## src/rtl/iir.sv

```systemverilog
// First-order IIR de-emphasis stage: pops one sample from the upstream FIFO,
// filters it, and pushes one result to the downstream FIFO.
module iir #(
  parameter int DATA_SIZE = 32,
  parameter int BITS      = 10,
  parameter int X_COEFF0  = 178,
  parameter int X_COEFF1  = 178,
  parameter int Y_COEFF1  = -666
) (
  input  logic                        clock,
  input  logic                        reset,
  input  logic signed [DATA_SIZE-1:0] x_in,
  input  logic                        x_empty,
  output logic                        x_rd_en,
  output logic signed [DATA_SIZE-1:0] y_out,
  input  logic                        y_out_full,
  output logic                        y_wr_en
);

  localparam int PW = 2 * DATA_SIZE;

  localparam logic signed [PW-1:0] C_X0 = PW'(X_COEFF0);
  localparam logic signed [PW-1:0] C_X1 = PW'(X_COEFF1);
  localparam logic signed [PW-1:0] C_Y1 = PW'(Y_COEFF1);

  typedef enum logic [1:0] {
    S_READ,
    S_CALC,
    S_WRITE
  } state_e;

  state_e                      state_q, state_d;
  logic signed [DATA_SIZE-1:0] x_cur_q, x_cur_d;
  logic signed [DATA_SIZE-1:0] x_hist_q, x_hist_d;
  logic signed [DATA_SIZE-1:0] y_hist_q, y_hist_d;
  logic signed [DATA_SIZE-1:0] y_reg_q, y_reg_d;

  logic signed [PW-1:0]        prod_x0, prod_x1, prod_y1;
  logic signed [DATA_SIZE-1:0] y_next;

  // Dequantize with truncation toward zero: shift the magnitude, then restore the sign.
  function automatic logic signed [DATA_SIZE-1:0] dq(input logic signed [PW-1:0] p);
    logic [PW-1:0] mag;
    logic [PW-1:0] q;
    mag = p[PW-1] ? $unsigned(-p) : $unsigned(p);
    q   = mag >> BITS;
    return DATA_SIZE'(p[PW-1] ? -q : q);
  endfunction

  assign prod_x0 = C_X0 * PW'(x_cur_q);
  assign prod_x1 = C_X1 * PW'(x_hist_q);
  assign prod_y1 = C_Y1 * PW'(y_hist_q);
  assign y_next  = dq(prod_x0) + dq(prod_x1) + dq(prod_y1);

  assign y_out = y_reg_q;

  always_ff @(posedge clock or negedge reset) begin
    if (!reset) begin
      state_q  <= S_READ;
      x_cur_q  <= '0;
      x_hist_q <= '0;
      y_hist_q <= '0;
      y_reg_q  <= '0;
    end else begin
      state_q  <= state_d;
      x_cur_q  <= x_cur_d;
      x_hist_q <= x_hist_d;
      y_hist_q <= y_hist_d;
      y_reg_q  <= y_reg_d;
    end
  end

  always_comb begin
    state_d  = state_q;
    x_cur_d  = x_cur_q;
    x_hist_d = x_hist_q;
    y_hist_d = y_hist_q;
    y_reg_d  = y_reg_q;
    case (state_q)
      S_READ: begin
        if (!x_empty) begin
          x_cur_d = x_in;
          state_d = S_CALC;
        end
      end
      S_CALC: begin
        y_reg_d = y_next;
        state_d = S_WRITE;
      end
      S_WRITE: begin
        // History only advances once the result is actually accepted downstream.
        if (!y_out_full) begin
          x_hist_d = x_cur_q;
          y_hist_d = y_reg_q;
          state_d  = S_READ;
        end
      end
      default: state_d = S_READ;
    endcase
  end

  always_comb begin
    x_rd_en = 1'b0;
    y_wr_en = 1'b0;
    case (state_q)
      S_READ:  x_rd_en = !x_empty;
      S_WRITE: y_wr_en = !y_out_full;
      default: ;
    endcase
  end

endmodule

```

## config.mk

```make
export PLATFORM = sky130hd
export DESIGN_NAME = iir
export DESIGN_NICKNAME = d
export VERILOG_FILES = /design/src/rtl/iir.sv
export SDC_FILE = /design/constraint.sdc
export NUM_CORES = 1
export LEC_CHECK = 0
export ABC_AREA = 1
export BUFFER_PORTS_ARGS = -buffer_cell sky130_fd_sc_hd__buf_2
export CELL_PAD_IN_SITES_DETAIL_PLACEMENT = 1
export CELL_PAD_IN_SITES_GLOBAL_PLACEMENT = 2
export CORE_MARGIN = 1
export CORE_UTILIZATION = 41
export DETAILED_ROUTE_END_ITERATION = 12
export PLACE_DENSITY = 0.89
export SLEW_MARGIN = 25
export SYNTH_ARGS = -nofsm -noshare
export SYNTH_HDL_FRONTEND = slang
export SYNTH_SLANG_ARGS = --single-unit
```

## constraint.sdc

```tcl
create_clock -name clock -period 21.3 [get_ports clock]
set_input_delay 3.195 -clock clock [delete_from_list [all_inputs] [get_ports clock]]
set_output_delay 3.195 -clock clock [all_outputs]
set_load 0.1 [all_outputs]
```

==> metrics.yaml <==
clock_tree:
  ctsLongestPathBuffers: 2
  cts.sinks: 130
  numCtsBuffers: 17
  clkTransAtPathRegs_ns: 0.06
  post-cts-setup-buffer-count: 0
  cts-hold-fix-buffers: 0
  cts_max_level: 4
  cts-root-buf: "clkbuf_16"
  post_cts_resized: 0
  clk_latency_ns: 0.50
  cts_tree: "yes"
sta:
  finalHoldViolCount: 0
  finalMaxSlewViolations: 0
  rsz0062_at_grt: "false"
  relSlewSlack_pct: 32.9
  skew_ns: 0.0138
  min_period_over_period_pct: 49.5
  fmax_ghz: 0.0948
  period_minus_slack_ns: 10.55
  setup_viol: 0
  tns_ns: 0
  tightest_slew_ns: 1.00
synthesis:
  synth-simple-area-share_pct: 29.9
  synth_seq_cells: 130
  synthCells: 4814
  synth_top_family_by_area: "adder cells"
  synth_cell_types: 55
  syn_area_sq_um: 32300
  syn_nets: 5606
  yosys.area_share.adder_pct: 35.7
  yosysSeqAreaShare_pct: 10.1
  syn_area_per_cell_sq_um: 6.72
  synth_edf_count: 0
  synth_compound_gate_area_share_pct: 6.61
  synth-xor-area-share_pct: 4.31
  synth_ff_type: "dfrtp_1"
  yosys_warnings: 0
  async_flop_share_pct: 100
  synth.area.mux_share_pct: 0
detailed_routing:
  drtPass1Iterations: 4
  dr.first_iter.drc_count: 906
  vias: 29600
  via_per_inst: 5.00
  drc: 0
  wl_per_cell_um: 17.6
  drt_wl_total_um: 104000
  ant_nets: 0
die:
  fp.coreArea_sq_um: 77700
  die_h_um: 283
  start_util_pct: 41.6
  dieArea_sq_um: 80000
  io_pins: 70
  die_x_um: 283
  rows: 102
worst_hold_path:
  hold_class: "reg -> reg"
  min_to: "y_out[27]"
  min_from: "y_out[27]"
  hold_depth: 2
global_routing:
  antenna_found_initial: 3
  overflow: 0
  grt_util_met2_pct: 50.5
  top_usage_layer: "met2"
  grt_use_met1_pct: 31.9
  grt_pass1_vias: 31800
  grt_pass1_wl_um: 167000
  grt_use_met3_pct: 2.17
  grt_max_degree: 85
  grtUsageTotal_pct: 27.0
place:
  port-buffer-count: 69
  gp_routability_congestion: 0.930
  hpwl_um: 92000
  dp_cells: 5882
cells_and_area:
  fillerInstances: 10300
  final_nets: 5653
  area_growth_pct: 6.52
  layout_common_cells: "1343 x nand2_1, 1068 x inv_1, 479 x ha_1"
  final_cell_count_no_fill: 5916
  layout_commonest_cell: "nand2_1"
  layout-drive-gt1-share_pct: 5.70
setup_path:
  cp_max_fo: 60
  critPathSlowestCell: "inv_2"
  rr_startpoint: "y_hist_q[31]"
  crit_type: "reg -> reg"
  worst-path-buf-inv: 7
  reg2reg_to: "y_out[28]"
  critPathMostFrequentCell: "nand2_1"
  cp.arrival_ns: 10.97
  slowest_delay_ns: 0.88
  crit_family: "adder cells"
  crit_cells: 43
  critPathRequiredTime_ns: 21.73
  crit_path_end_kind: "register"
  reg2reg_depth: 43
  reg2reg_slack_ns: 10.75
  setup.worst_path.start_class: "register"
flow_run:
  cap_violations: 0
status:
  status: "completed"
==> cells in the mapped netlist, drive strengths merged (7+ instances only) <==
library cell / instances / share of area, %
xor2: 97 / 2.7
inv: 1089 / 13
fa: 277 / 17
buf: 17 / 0.37
or2: 8 / 0.15
o21bai: 7 / 0.16
nand4: 77 / 1.5
xnor2: 58 / 1.6
nand3b: 33 / 0.80
ha: 479 / 19
nand3: 290 / 5.0
nand2: 1393 / 17
a21oi: 142 / 2.2
dfrtp: 130 / 10
nor2: 384 / 5.0
clkbuf: 32 / 0.37
nor3: 30 / 0.53
a21o: 8 / 0.19
o21ai: 213 / 3.4
nor4: 8 / 0.15
==> worst max path at each step <==
| stage | from | end | slack, ns |
|---|---|---|---|
| 5_1_grt | y_hist_q[31] | y_out[28] | 9.77 |
| 6_report | y_hist_q[31] | y_out[28] | 10.75 |
| 3_5_place_dp | y_hist_q[31] | y_out[28] | 10.66 |
| 4_1_cts | y_hist_q[31] | y_out[28] | 10.60 |
| 3_3_place_gp | y_hist_q[31] | y_out[28] | 10.95 |
| 2_1_floorplan | y_hist_q[31] | y_out[29] | 12.79 |
==> metal layers <==
metal,vias to the layer above,share of wire (%)
li1,14900,-
met1,14200,44
met2,274,51
met3,133,1.4
met4,0,3.2
met5,-,0
==> registers in the layout, indices dropped and copies added (netlist names) <==
register	flops
x_hist_q	32
y_out	32
state_q	2
y_hist_q	32
x_cur_q	32
==> final cells by class <==
type / instances / area [sq um] / share of cell area [%]
tap: 1040 / 1300 / 3.78
inverter: 1092 / 4100 / 11.9
antenna: 2 / 5.00 / 0.0145
timing repair buffer: 77 / 412 / 1.20
multi-input combinational: 3543 / 24800 / 71.9
sequential: 130 / 3250 / 9.44
clock buffer: 21 / 470 / 1.37
clock inverter: 11 / 150 / 0.436
==> tightest hold or removal path, stage by stage, from the launching register on <==
cell,delay (ns)
dfrtp_1,0.37
nand2_1,0.06
o21ai_0,0.06
==> through the flow <==
step	area [sq um]	worst slack, ns	hold WS, ns	util [%]
after global routing	34400	9.77	0.544	44.3
after CTS	34400	10.60	0.525	44.3
after global placement	33800	10.95	0.494	43.5
final	34400	10.75	0.524	44.3
after detailed placement	33800	10.66	0.509	43.5
after floorplan	32300	12.79	0.454	-
==> cell families after synthesis <==
| group | Yosys count |
|---|---|
| adders and majority gates | 756 |
| and+or+nand+nor | 2232 |
| xor gates and xnor gates | 155 |
| DFF | 130 |
| AOI/OAI and AO/OA | 400 |
| buffers and inverters | 1141 |
Power is left out: the tool's default activity adds up to more than one toggle a clock period on the data nets, which glitch-free logic cannot reach.
